$ cat src/rtl/plic_gateway.sv
// Claim/complete gateway: per-source IDLE/PENDING/IN_SERVICE lifecycle between detection and arbitration.
// Optional edge-triggered sources with saturating re-pend counters under macro PLIC_EDGE_TRIG_EN.
//
// state      | meaning
// IDLE       | no request outstanding
// PENDING    | request waiting for a hart claim
// IN_SERVICE | claimed, waiting for complete; cannot re-pend until then
module plic_gateway #(
    parameter int NUM_IRQ = 48,
    parameter int ID_W    = $clog2(NUM_IRQ + 1)
`ifdef PLIC_EDGE_TRIG_EN
    , parameter int EDGE_CNT_W = 2
`endif
) (
    input  logic               clk_i,
    input  logic               rst_i,
    input  logic [NUM_IRQ-1:0] irq_i,
    input  logic [NUM_IRQ-1:0] enable_i,
    input  logic               claim_vld_i,
    input  logic [ID_W-1:0]    claim_id_i,
    input  logic               complete_vld_i,
    input  logic [ID_W-1:0]    complete_id_i,
`ifdef PLIC_EDGE_TRIG_EN
    input  logic [NUM_IRQ-1:0] edge_type_i,
`endif
    output logic [NUM_IRQ-1:0] pending_o,
    output logic [NUM_IRQ-1:0] in_service_o,
    output logic               claim_err_o,
    output logic               complete_err_o
);

    // Bit 0 marks PENDING and bit 1 marks IN_SERVICE, so outputs come straight from flops.
    typedef enum logic [1:0] {
        IDLE       = 2'b00,
        PENDING    = 2'b01,
        IN_SERVICE = 2'b10
    } state_t;

    state_t state_q [NUM_IRQ];
    state_t state_d [NUM_IRQ];

    logic [NUM_IRQ-1:0] claim_hit;
    logic [NUM_IRQ-1:0] complete_hit;
    logic [NUM_IRQ-1:0] trig;
    logic [NUM_IRQ-1:0] requeue;
    logic               claim_ok;
    logic               complete_ok;
    logic               claim_err_q;
    logic               complete_err_q;

`ifdef PLIC_EDGE_TRIG_EN
    logic [NUM_IRQ-1:0]    irq_prev_q;
    logic [EDGE_CNT_W-1:0] cnt_q [NUM_IRQ];
    logic [EDGE_CNT_W-1:0] cnt_d [NUM_IRQ];
`endif

    always_comb begin
        state_d      = state_q;
        claim_hit    = '0;
        complete_hit = '0;
        trig         = irq_i;
        requeue      = '0;
        claim_ok     = 1'b0;
        complete_ok  = 1'b0;
`ifdef PLIC_EDGE_TRIG_EN
        cnt_d = cnt_q;
`endif
        for (int k = 0; k < NUM_IRQ; k++) begin
            claim_hit[k]    = claim_vld_i    && (claim_id_i    == ID_W'(k + 1));
            complete_hit[k] = complete_vld_i && (complete_id_i == ID_W'(k + 1));
`ifdef PLIC_EDGE_TRIG_EN
            if (edge_type_i[k]) begin
                trig[k]    = irq_i[k] & ~irq_prev_q[k];
                requeue[k] = (cnt_q[k] != '0);
            end
            // Pending edges are consumed by a complete and refilled by new triggers in the same cycle.
            if (!enable_i[k] || !edge_type_i[k]) begin
                cnt_d[k] = '0;
            end else begin
                if (state_q[k] == IN_SERVICE && complete_hit[k] && cnt_q[k] != '0)
                    cnt_d[k] = cnt_q[k] - EDGE_CNT_W'(1);
                if (trig[k] && state_q[k] != IDLE && cnt_d[k] != '1)
                    cnt_d[k] = cnt_d[k] + EDGE_CNT_W'(1);
            end
`endif
            case (state_q[k])
                IDLE: begin
                    if (trig[k] && enable_i[k]) state_d[k] = PENDING;
                end
                PENDING: begin
                    if (claim_hit[k]) begin
                        state_d[k] = IN_SERVICE;
                        claim_ok   = 1'b1;
                    end else if (!enable_i[k]) begin
                        state_d[k] = IDLE;
                    end
                end
                IN_SERVICE: begin
                    if (complete_hit[k]) begin
                        state_d[k]  = requeue[k] ? PENDING : IDLE;
                        complete_ok = 1'b1;
                    end
                end
                default: state_d[k] = IDLE;
            endcase
        end
    end

    always_ff @(posedge clk_i) begin
        if (rst_i) begin
            state_q        <= '{default: IDLE};
            claim_err_q    <= 1'b0;
            complete_err_q <= 1'b0;
`ifdef PLIC_EDGE_TRIG_EN
            irq_prev_q     <= '0;
            cnt_q          <= '{default: '0};
`endif
        end else begin
            state_q        <= state_d;
            claim_err_q    <= claim_vld_i    && (claim_id_i    != '0) && !claim_ok;
            complete_err_q <= complete_vld_i && (complete_id_i != '0) && !complete_ok;
`ifdef PLIC_EDGE_TRIG_EN
            irq_prev_q     <= irq_i;
            cnt_q          <= cnt_d;
`endif
        end
    end

    always_comb begin
        for (int k = 0; k < NUM_IRQ; k++) begin
            pending_o[k]    = state_q[k][0];
            in_service_o[k] = state_q[k][1];
        end
    end

    assign claim_err_o    = claim_err_q;
    assign complete_err_o = complete_err_q;

endmodule
$ cat config.mk
export PLATFORM = sky130hd
export DESIGN_NAME = plic_gateway
export DESIGN_NICKNAME = d
export VERILOG_FILES = /design/src/rtl/plic_gateway.sv
export SDC_FILE = /design/constraint.sdc
export NUM_CORES = 1
export LEC_CHECK = 0
export CORE_MARGIN = 2
export CORE_UTILIZATION = 45
export DETAILED_ROUTE_END_ITERATION = 6
export PLACE_DENSITY = 0.83
export REMOVE_ABC_BUFFERS = 1
export SLEW_MARGIN = 0
export SYNTH_ARGS = -nofsm -noshare
export SYNTH_HDL_FRONTEND = slang
export SYNTH_SLANG_ARGS = --single-unit
$ cat constraint.sdc
create_clock -name clk_i -period 2.2 [get_ports clk_i]
set_clock_uncertainty 0.15 [all_clocks]
set_input_delay 0.22 -clock clk_i [delete_from_list [all_inputs] [get_ports clk_i]]
set_output_delay 0.22 -clock clk_i [all_outputs]
set_load 0.05 [all_outputs]
Yosys cells after proc, flatten, opt, wreduce, memory -nomap -nowiden
Index checks and enable logic that the tools add are counted.
{ "word_totals": {"reg_bits": 98, "latchBits": 0, "ramBits": 0, "romBits": 0, "input_bits": 112, "out_inout_bits": 98, "wordCells": 1066, "n_memories": 0} }
{ "op_classes": {"n_addsub": 0, "multipliers": 0, "div": 0, "order_cmp": 0, "eq_ne": 336, "n_shift": 0, "mux": 432, "bitwise": 0, "n_reduce_logical": 248} }
{ "ops": {"columns": ["cell", "count"], "rows": [
  ["2-to-1 mux 2 bit", 192],
  ["case mux 2 bit (3 select lines)", 48],
  ["equality test 6 bit, second input constant", 34],
  ["equality test 6 x 5 -> 1 bit, second input constant", 32],
  ["2-to-1 mux 1 bit", 192],
  ["!= test 2 bit, second input constant", 96],
  ["logical AND 1 bit", 148],
  ["!= test 3 bit, second input constant", 48],
  ["AND reduction 3 bit", 48],
  ["equality test 2 x 1 -> 1 bit, second input constant", 48],
  ["equality test 2 bit, second input constant", 48],
  ["equality test 6 x 4 -> 1 bit, second input constant", 16],
  ["logical NOT 2 bit", 48],
  ["equality test 6 x 3 -> 1 bit, second input constant", 8],
  ["equality test 6 x 2 -> 1 bit, second input constant", 4],
  ["equality test 6 x 1 -> 1 bit, second input constant", 2],
  ["nonzero test 6 bit", 2],
  ["logical NOT 1 bit", 2]
]} }

Depth between registers and ports, before layout
Gate-level depths: netlist (run 1).
{ "depth": {"depth_word": 100, "ltp_mapped": 9, "mapped_depth_nobuf": 6} }

Worst setup path before layout (run 1)
No wires, ideal clock.
{ "synth_path": {"path_type": "register -> register", "from": "reg state_q (netlist bit in_service_o[40])", "to": "reg claim_err_q, in the netlist claim_err_o", "setup_ns": 0.061, "arrival_time_ns": 1.751, "required_time_ns": 1.989, "setup_slack_ns": 0.238, "path_stages_with_launch": 7, "n_path_buf": 0, "period_less_slack_ns": 1.962, "cell_sequence": "dfxtp_1 inv_1 a32o_1 nor4_1 a31oi_1 and4b_1 and4_1"} }
{ "synth_between": {"elab_chain_cells": 18} }
{ "synth_lines": {"columns": ["element", "line", "text"], "rows": [
  ["start, declared", "39", "state_t state_q [NUM_IRQ];"],
  ["start signal, assigned", "119", "state_q <= state_d;"],
  ["equality test 2 x 1 -> 1 bit (*)", "86", "case (state_q[k])"],
  ["2-to-1 mux 1 bit (*)", "86", null],
  ["2-to-1 mux 1 bit", "91", "if (claim_hit[k]) begin"],
  ["2-to-1 mux 1 bit (*)", "86", null],
  ["2-to-1 mux 1 bit", "91", null],
  ["2-to-1 mux 1 bit (*)", "86", null],
  ["2-to-1 mux 1 bit", "91", null],
  ["2-to-1 mux 1 bit (*)", "86", null],
  ["(+2 left out)", null, null],
  ["2-to-1 mux 1 bit", "91", null],
  ["2-to-1 mux 1 bit (*)", "86", null],
  ["2-to-1 mux 1 bit", "91", null],
  ["2-to-1 mux 1 bit (*)", "86", null],
  ["2-to-1 mux 1 bit", "91", null],
  ["2-to-1 mux 1 bit (*)", "86", null],
  ["logical NOT 1 bit (*)", "120", "claim_err_q <= claim_vld_i && (claim_id_i != '0) && !claim_ok;"],
  ["logical AND 1 bit (*)", "120", null],
  ["end signal, assigned", "120", null],
  ["end, declared", "48", "logic claim_err_q;"]
]} }
Every way passes the cells marked *; elsewhere a longest branch is shown, timed or not.
A chain may end at the register's enable or synchronous reset.

Final worst setup path (run 1)
{ "layout_path": {"from": "in claim_id_i[3]", "to": "reg claim_err_q, in the netlist claim_err_o"} }
{ "layout_between": {"elab_chain_cells": 100, "word_cells_on_any_way": 196, "classes_between": "eq/ne (48); mux (96); reduce/logical (52)"} }
{ "layout_lines": {"columns": ["element", "line", "text"], "rows": [
  ["start, declared", "20", "input logic [ID_W-1:0] claim_id_i,"],
  ["equality test 6 x 1 -> 1 bit", "69", "claim_hit[k] = claim_vld_i && (claim_id_i == ID_W'(k + 1));"],
  ["logical AND 1 bit", "69", null],
  ["2-to-1 mux 1 bit", "91", null],
  ["2-to-1 mux 1 bit", "86", null],
  ["2-to-1 mux 1 bit", "91", null],
  ["2-to-1 mux 1 bit", "86", null],
  ["2-to-1 mux 1 bit", "91", null],
  ["2-to-1 mux 1 bit", "86", null],
  ["(+84 left out)", null, null],
  ["2-to-1 mux 1 bit", "91", null],
  ["2-to-1 mux 1 bit", "86", null],
  ["2-to-1 mux 1 bit", "91", null],
  ["2-to-1 mux 1 bit", "86", null],
  ["2-to-1 mux 1 bit", "91", null],
  ["2-to-1 mux 1 bit", "86", null],
  ["logical NOT 1 bit", "120", null],
  ["logical AND 1 bit (*)", "120", null]
]} }
Marks and branches as above.

==> impl_metrics.toml, run 1 <==
[status]
status = "finished clean"

[setup_path]
reg2reg_from = "in_service_o[38]$_SDFFE_PP0P_"
r2r_setup_slack_ns = 0.33
worst_setup_path_start_kind = "primary input"
cp.arrival_ns = 2.25
critPathMaxFanout = 14
r2r-end = "claim_err_o$_SDFF_PP0_"
critical_path_class = "in -> reg"
worstSetupEndpointType = "register"
crit_required_ns = 2.29
reg2reg_depth = 6

[die]
io-pin-count = 210
fp.dieH_um = 115
initial_core_util = 0.461
die-area_um2 = 13200
design.core.area_um2 = 12000
die_x_um = 115
num_rows = 40

[clock_network]
clockRootBuffer = "clkbuf_16"
cts_tree = "built"
numCtsBuffers = 9
clock_sinks = 98
path_clk_slew_ns = 0.07
cts_buffer_depth = 2
h-tree-depth = 3
cts_setup_buffers = 0
insertion_delay_ns = 0.35

[drt]
avgViaCountPerCell = 6.17
first_iter_violations = 747
wirelength_mm = 24.8
vias = 7138
firstDrtPassIters = 5
drc_errors = 0
ant_nets = 0
post_drt_wl_per_cell_um = 21.4

[synthesis]
synth_area_um2 = 5540
synthAdderAreaFrac = 0
synth_top_family_by_area = "simple AND/OR/NAND/NOR gates"
synth.area.mux_share = 0.00723
synth_simple_gate_area_frac = 0.379
synth_edf_count = 0
yosys.area_share.xor_xnor = 0
async_flop_share = 0
synth.distinct_cells = 54
ys.flop_type = "dfxtp_1"
yosysWarnings = 0
synth-compound-area-share = 0.216
synth.ff_latch_count = 98
syn-mean-instance-area_um2 = 7.90
yosysSeqAreaShare = 0.354
synthCells = 701

[timing]
drv_slew = 0
layout_setup_ws_ns = 0.0440
max_slew_margin = 0.630
rsz0062_at_grt = "false"
worstMarginPinSlew_ns = 0.553
post-route-period-util = 0.980
setup-violations-final = 0
layout_min_cycle_time_ns = 2.16
hold_viol = 0
fmax_ghz = 0.464

[hold_path]
hold_end = "pending_o[42]$_SDFFE_PP0P_"
hold_depth = 2
min_from = "enable_i[42]"
hold_path_class = "in -> reg"

[pwr]
power_leakage_nw = 3.21
irDropWorstVdd_mv = 0.364
power.density_nw_per_um2 = 480
p_total_w = 0.00429

[placed_design]
port_buffers = 209
post-place-ws_ns = -0.366
dp_hpwl_mm = 19.3
gp_congestion = 0.962

[final_layout]
final_nets = 1116
most-common-layout-cells = "clkdlybuf4s50_1, buf_4, dfxtp_1"
final_layout_size_suffix_gt1_frac = 0.158
layout.cells.most_common = "clkdlybuf4s50_1"
areaGrowthSynthToFinish_pct = 61.4

[run]
maxCapViolCount = 0

[global_routing]
overflow = 0
grt_pass1_wl_mm = 37.4
antenna_found_initial = 1
grt_max_degree = 45
track_usage = 0.371
grt_pass1_vias = 6906
-- critical path, cell delays in order --
cell	delay (ns)
clkdlybuf4s50_1	0.46
buf_4	0.19
buf_4	0.21
nand2_1	0.09
nor2_1	0.20
buf_4	0.19
nand2_1	0.07
o22ai_1	0.19
o31ai_1	0.12
buf_4	0.15
and4_1	0.16
-- power breakdown --
group | total [W] | internal (W) | switching (W)
logic | 0.000907 | 0.000440 | 0.000467
registers | 0.00189 | 0.00182 | 0.0000700
clock network | 0.00149 | 0.000770 | 0.000724
-- logic make-up (layout without fill, tap and decap cells) --
family	after synthesis	after routing
AND/OR/NAND/NOR	339	339
AO/OA/AOI/OAI	206	206
flip-flops	98	98
buffers and inverters	54	362
multiplexers	4	4
other	0	1
-- layout make-up --
type,count,area (um2)
Fill cell,912,3070
Clock inverter,6,42.5
Antenna cell,1,2.50
Sequential cell,98,1960
Inverter,14,52.6
Clock buffer,10,229
Tap cell,147,184
Timing Repair Buffer,332,3050
Multi-Input combinational cell,549,3420
-- metal layers --
layer | GRT usage | vias to the layer above | part of all wire
met4 | 0.173 | 0 | 0.043
met2 | 0.590 | 430 | 0.46
met5 | 0 | - | 0
li1 | - | 3270 | -
met3 | 0.0775 | 73 | 0.10
met1 | 0.483 | 3365 | 0.40
-- Yosys cell counts, types with 5 or more instances --
master    number  share of area
a21oi_1       81          0.073
a31oi_1       31          0.035
a32oi_1        7          0.011
and3b_1        8          0.013
and4b_1        5         0.0090
buf_2         10         0.0090
clkbuf_1      24          0.016
dfxtp_1       98           0.35
inv_1         14         0.0095
nand2_1       66          0.045
nand2b_1      11          0.012
nand3_1       14          0.013
nand3b_1      24          0.033
nand4_1        7         0.0079
nand4b_1       9          0.014
nor2_1        44          0.030
nor2b_1       15          0.017
nor3_1        26          0.023
nor3b_1       49          0.066
nor4_1         5         0.0056
nor4b_1       17          0.027
o21ai_0       51          0.046
o22ai_1       13          0.015
or3_1          8         0.0090
or4_1          5         0.0068
-- state kept, by name, indices dropped and copies added, names as in the netlist --
register,count
claim_err_o,1
in_service_o,48
complete_err_o,1
pending_o,48
-- through the flow --
| stage | area [um2] | TNS [ns] | hold slack (ns) | utilization | instances |
|---|---|---|---|---|---|
| final | 8940 | 0 | 0.285 | 0.745 | 1157 |
| after floorplan | 5350 | 0 | 0.139 | - | 661 |
| after global placement | 8570 | -1.65 | 0.298 | 0.714 | 1139 |
| after global routing | 8940 | 0 | 0.295 | 0.744 | 1156 |
| after detailed placement | 8570 | -2.43 | 0.326 | 0.714 | 1139 |
| after CTS | 8860 | 0 | 0.284 | 0.738 | 1156 |
-- worst max-delay path by stage --
stage / start / endpoint / slack [ns] / depth (start not counted)
finish: claim_id_i[3] / claim_err_o$_SDFF_PP0_ / 0.04 / 11
global route: claim_id_i[3] / claim_err_o$_SDFF_PP0_ / 0.004 / 8
CTS: claim_id_i[0] / claim_err_o$_SDFF_PP0_ / 0.005 / 7
detailed placement: complete_id_i[0] / complete_err_o$_SDFF_PP0_ / -0.37 / 9
global placement: complete_id_i[2] / complete_err_o$_SDFF_PP0_ / -0.40 / 9
floorplan: complete_id_i[5] / complete_err_o$_SDFF_PP0_ / 0.02 / 6
-- what timing repair did --
action                                  CTS  global route
endpoints found under the hold margin     2             0
hold buffers                              1             0
gates resized for setup                   1            14
endpoints found under the setup margin    1             3
cloned                                    0             0
pin swaps                                 0             1
(Power assumes the default switching activity.)
==> run 2, diff against run 1 <==
--- a/config.mk
+++ b/config.mk
@@ -6,9 +6,9 @@
 export NUM_CORES = 1
 export LEC_CHECK = 0
 export CORE_MARGIN = 2
-export CORE_UTILIZATION = 45
+export CORE_UTILIZATION = 35
 export DETAILED_ROUTE_END_ITERATION = 6
-export PLACE_DENSITY = 0.83
+export PLACE_DENSITY = 0.67
 export REMOVE_ABC_BUFFERS = 1
 export SLEW_MARGIN = 0
 export SYNTH_ARGS = -nofsm -noshare
==> run 2 against run 1 <==
Against the previous run: routed wire length decreased by 5.7%; sequential cell count unchanged; non-clock buffer count increased by 12; via count decreased by 4.2%; global-route usage decreased by 9.9 points; fmax increased by 1.9%; design area increased by 1.5%; critical endpoint unchanged.
==> impl_metrics.toml, run 2 (same netlist as run 1, synthesis figures left out) <==
[drt]
post_drt_wl_per_cell_um = 18.9
wl_met3_mm = 2.43
first_iter_violations = 496
vias = 6838
firstDrtPassIters = 7
avgViaCountPerCell = 5.55
met2_length_mm = 10.3
wirelength_mm = 23.3
highest_layer = "met4"
ant_nets = 0
drt-met1-wl_mm = 9.95
drc_errors = 0

[clock_network]
cts_setup_buffers = 0
insertion_delay_ns = 0.36
cts_resized = 0
path_clk_slew_ns = 0.07
numCtsBuffers = 9
cts_hold_buf = 0
clock_sinks = 98
cts_buffer_depth = 2
clockRootBuffer = "clkbuf_16"
cts_tree = "built"
h-tree-depth = 3

[timing]
max_slew_margin = 0.641
rsz0062_at_grt = "false"
drv_slew = 0
layout_min_cycle_time_ns = 2.12
hold_viol = 0
fmax_ghz = 0.473
setup-violations-final = 0
setup-tns-final_ns = 0
worstMarginPinSlew_ns = 0.536
post-route-period-util = 0.962
hold_ws_ns = 0.0527

[final_layout]
seqCellArea_um2 = 1960
most-common-layout-cells = "clkdlybuf4s50_1, buf_4, dfxtp_1"
final_cells = 1232
layout.cells.most_common = "clkdlybuf4s50_1"
nFillCells = 1453
multi_input_area_um2 = 3350
final_layout_size_suffix_gt1_frac = 0.161
antenna_cells = 0
final_nets = 1128
areaGrowthSynthToFinish_pct = 63.9

[setup_path]
cp.arrival_ns = 2.22
reg2reg_depth = 6
crit_required_ns = 2.31
r2r_setup_slack_ns = 0.36
critical_path_class = "in -> reg"
critPathMaxFanout = 9
cp-startpoint = "claim_id_i[0]"
worstSetupEndpointType = "register"
worst_setup_path_start_kind = "primary input"
reg2reg_from = "in_service_o[35]$_SDFFE_PP0P_"
r2r-end = "claim_err_o$_SDFF_PP0_"

[placed_design]
dp_hpwl_mm = 18.1
port_buffers = 209
dpl.cell_count = 1216
gp_congestion = 0.962

[global_routing]
grt_pass1_vias = 6305
grt_max_degree = 50
grt_pass1_wl_mm = 35.2
track_usage = 0.271
overflow = 0
antenna_found_initial = 0

[pwr]
irDropWorstVdd_mv = 0.394
power_leakage_nw = 3.27
power.density_nw_per_um2 = 493
p_total_w = 0.00448

[hold_path]
min_from = "rst_i"
hold_depth = 2
hold_path_class = "in -> reg"
hold_end = "in_service_o[22]$_SDFFE_PP0P_"

[die]
die-area_um2 = 16900
design.core.area_um2 = 15300
fp.dieH_um = 130
io-pin-count = 210
initial_core_util = 0.362
num_rows = 45
die_x_um = 130

[status]
status = "finished clean"

[run]
maxCapViolCount = 0
==> run 2: cell types whose count changed in the layout (fill, tap and decap cells not counted), sizes merged, moves of 2 or more <==
cell | before | now
buf | 123 | 136
clkbuf | 10 | 12
clkdlybuf4s50 | 205 | 207
clkinvlp | 2 | 0
dlymetal6s2s | 3 | 1
==> run 2: metrics by stage <==
| step | cell area (um2) | worst slack (ns) | util |
|---|---|---|---|
| 2_1_floorplan | 5350 | 0.0179 | - |
| 3_3_place_gp | 8750 | -0.277 | 0.571 |
| 3_5_place_dp | 8750 | -0.336 | 0.571 |
| 4_1_cts | 9060 | 0.0483 | 0.592 |
| 5_1_grt | 9080 | 0.00163 | 0.593 |
| 6_report | 9080 | 0.0841 | 0.593 |
==> run 2: how the worst max path moves through the flow <==
stage | depth (start not counted) | to | slack [ns]
final | 8 | claim_err_o$_SDFF_PP0_ | 0.08
after floorplan | 6 | complete_err_o$_SDFF_PP0_ | 0.02
after CTS | 8 | claim_err_o$_SDFF_PP0_ | 0.05
after global placement | 8 | complete_err_o$_SDFF_PP0_ | -0.28
after detailed placement | 8 | claim_err_o$_SDFF_PP0_ | -0.34
after global routing | 8 | complete_err_o$_SDFF_PP0_ | 0.002
==> run 2: critical path: stages <==
cell             delay [ns]
clkdlybuf4s50_1        0.41
buf_4                  0.17
or4b_1                 0.55
o32ai_1                0.25
nor4_1                 0.08
a31oi_1                0.20
and4b_1                0.21
and4_1                 0.14
==> run 2: per-layer routing <==
| layer | vias to the layer above | global-route usage |
|---|---|---|
| li1 | 3284 | - |
| met1 | 3147 | 0.361 |
| met2 | 355 | 0.415 |
| met3 | 52 | 0.0853 |
| met4 | 0 | 0.0974 |
| met5 | - | 0 |
==> run 2: power breakdown <==
part	switching, W	internal [W]	leakage, nW
clock network	0.000717	0.000973	0.159
logic	0.000451	0.000448	2.31
registers	0.0000665	0.00182	0.798
==> run 2: area by class of cell <==
cell class | instances | share of cell area
inverters | 14 | 0.00579
clock buffers | 12 | 0.0294
clock inverters | 4 | 0.00537
multi-input cells | 549 | 0.369
well taps | 211 | 0.0291
repair buffers | 344 | 0.345
flip-flops and latches | 98 | 0.216
==> run 3, diff against run 2 <==
--- a/config.mk
+++ b/config.mk
@@ -7,7 +7,9 @@
 export LEC_CHECK = 0
 export CORE_MARGIN = 2
 export CORE_UTILIZATION = 35
+export CTS_CLUSTER_DIAMETER = 80
 export DETAILED_ROUTE_END_ITERATION = 6
+export GPL_TIMING_DRIVEN = 0
 export PLACE_DENSITY = 0.67
 export REMOVE_ABC_BUFFERS = 1
 export SLEW_MARGIN = 0
==> constraint.sdc (replaced) <==
create_clock -name clk_i -period 2.2 [get_ports clk_i]
set_clock_uncertainty 0.15 [all_clocks]
set_input_delay 0.33 -clock clk_i [delete_from_list [all_inputs] [get_ports clk_i]]
set_output_delay 0.33 -clock clk_i [all_outputs]
set_load 0.05 [all_outputs]
==> run 3 against run 2 <==
Against the previous run: setup slack got worse by 0.064 ns; design area fell by 7.5%; worst hold slack gained 0.19 ns; clock power up 9%; first-iteration DRC count grew 4.6%; clock-buffer cell count fell by 2; routed wire length decreased by 5.7%; die area stayed put; utilization shrank 4.5 points; register-to-register slack worse by 0.12 ns; critical endpoint is now complete_err_o$_SDFF_PP0_; largest power group unchanged.
==> impl_metrics.toml, run 3 (same netlist as run 1, synthesis figures left out) <==
[die]
num_rows = 45
fp.dieH_um = 130
die-area_um2 = 16900
die_x_um = 130
design.core.area_um2 = 15300
initial_core_util = 0.362
io-pin-count = 210

[clock_network]
cts_hold_buf = 0
cts_tree = "built"
h-tree-depth = 3
cts_buffer_depth = 2
numCtsBuffers = 9
path_clk_slew_ns = 0.07
clock_sinks = 98
clockRootBuffer = "clkbuf_16"
insertion_delay_ns = 0.35

[setup_path]
reg2reg_from = "in_service_o[35]$_SDFFE_PP0P_"
critPathMaxFanout = 14
worstSetupEndpoint = "complete_err_o$_SDFF_PP0_"
slowest_stage = "clkdlybuf4s50_1"
cp.arrival_ns = 2.28
r2r-end = "claim_err_o$_SDFF_PP0_"
max_stage_delay_ns = 0.60
worst_setup_path_start_kind = "primary input"
path_cells = "clkdlybuf4s50_1, nor3b_4, buf_6, nand4b_1, nand4_1, nor3_1, and4_1"
critical_path_class = "in -> reg"
worstSetupEndpointType = "register"
r2r_setup_slack_ns = 0.24
crit_required_ns = 2.30
cp-startpoint = "complete_vld_i"
reg2reg_depth = 6

[final_layout]
final_nets = 1011
layout.cells.most_common = "clkdlybuf4s50_1"
final_cells = 1114
antenna_cells = 0
most-common-layout-cells = "clkdlybuf4s50_1, dfxtp_1, a21oi_1"
nFillCells = 1498
final_layout_size_suffix_gt1_frac = 0.0786
areaGrowthSynthToFinish_pct = 51.5

[timing]
drv_slew = 0
setup-violations-final = 0
max_slew_margin = 0.509
fmax_ghz = 0.459
hold_viol = 0
hold_ws_ns = 0.240
rsz0062_at_grt = "false"
worstMarginPinSlew_ns = 0.737
post-route-period-util = 0.991
layout_min_cycle_time_ns = 2.18

[pwr]
power_leakage_nw = 2.79
clkPwrFrac = 0.404
intPower_w = 0.00333
p_switching_w = 0.00121
power.density_nw_per_um2 = 541
power_frac_seq = 0.415
irDropWorstVdd_mv = 0.343
p_comb_frac = 0.180
switching_share = 0.267

[placed_design]
gp_congestion = 0.919
port_buffers = 209
dpl.cell_count = 1085
dp_hpwl_mm = 15.7

[drt]
wirelength_mm = 22.0
post_drt_wl_per_cell_um = 19.8
avgViaCountPerCell = 5.82
vias = 6486
firstDrtPassIters = 5
drc_errors = 0
first_iter_violations = 519
ant_nets = 0

[status]
status = "finished clean"

[global_routing]
antenna_found_initial = 0
grt_max_degree = 66
grt_pass1_wl_mm = 33.2
grt_pass1_vias = 5931
overflow = 0
track_usage = 0.255

[run]
maxCapViolCount = 0

[hold_path]
hold_path_class = "in -> reg"
[run 3: cell types whose count changed in the layout (fill, tap and decap cells not counted), moves of 3 or more]
cell,before,now
clkbuf_4,0,3
dlygate4sd2_1,0,3
nor3b_1,48,44
nor3_1,26,23
nor3_2,1,4
nor4b_4,0,5
clkdlybuf4s50_1,207,194
buf_4,134,13
clkdlybuf4s15_2,0,3
and3b_4,0,3
nor4b_1,17,14
[run 3: timing repair]
action,CTS,global route
cloned,1,0
buffers inserted,7,6
resized for setup,56,17
endpoints found under the setup margin,50,5
pin swaps,0,1
[run 3: layout make-up]
| cell class | count | area [um2] | share of cell area |
|---|---|---|---|
| clock buffer | 10 | 239 | 0.0285 |
| clock inverter | 5 | 103 | 0.0122 |
| inverter | 14 | 52.6 | 0.00626 |
| multi-input combinational | 550 | 3520 | 0.419 |
| sequential | 98 | 1960 | 0.234 |
| tap | 211 | 264 | 0.0314 |
| timing repair buffer | 226 | 2260 | 0.269 |
[run 3: how the worst min path moves through the flow]
stage	startpoint	end	slack, ns	depth (start not counted)
after floorplan	rst_i	in_service_o[11]$_SDFFE_PP0P_	0.25	1
after global placement	in_service_o[37]$_SDFFE_PP0P_	pending_o[37]$_SDFFE_PP0P_	0.32	1
after detailed placement	in_service_o[37]$_SDFFE_PP0P_	pending_o[37]$_SDFFE_PP0P_	0.31	1
after CTS	rst_i	in_service_o[30]$_SDFFE_PP0P_	0.24	2
after global routing	rst_i	in_service_o[22]$_SDFFE_PP0P_	0.26	2
final	rst_i	in_service_o[22]$_SDFFE_PP0P_	0.24	2
[run 3: routing by layer]
layer / vias up / track usage / part of all wire
met2: 325 / 0.406 / 0.46
met5: - / 0 / 0
li1: 3054 / - / -
met3: 42 / 0.0677 / 0.098
met4: 0 / 0.0898 / 0.027
met1: 3065 / 0.334 / 0.42
[run 3: power groups by stage]
stage | Combinational (W) | Clock (W) | Sequential [W]
floorplan | 0.000185 | 0 | 0.00207
CTS | 0.000808 | 0.00186 | 0.00188
global route | 0.000865 | 0.00191 | 0.00189
finish | 0.000819 | 0.00184 | 0.00189
detailed placement | 0.000772 | 0 | 0.00192
global placement | 0.000756 | 0 | 0.00192
[run 3: per-stage QoR]
| stage | utilization | setup TNS [ns] | instance area (um2) | setup WS (ns) | total power, W |
|---|---|---|---|---|---|
| after floorplan | - | -0.0921 | 5350 | -0.0921 | 0.00225 |
| after global placement | 0.503 | -192.29 | 7710 | -2.63 | 0.00268 |
| after detailed placement | 0.508 | -40.90 | 7790 | -1.17 | 0.00270 |
| after CTS | 0.545 | -0.00600 | 8350 | -0.00600 | 0.00455 |
| after global routing | 0.548 | 0 | 8400 | 0.000895 | 0.00467 |
| final | 0.548 | 0 | 8400 | 0.0198 | 0.00454 |
[run 3: critical path: cells and delay by family]
kind,cells,cell delay [ns]
AND/OR/NAND/NOR,5,1.10
buffers and inverters,2,0.85
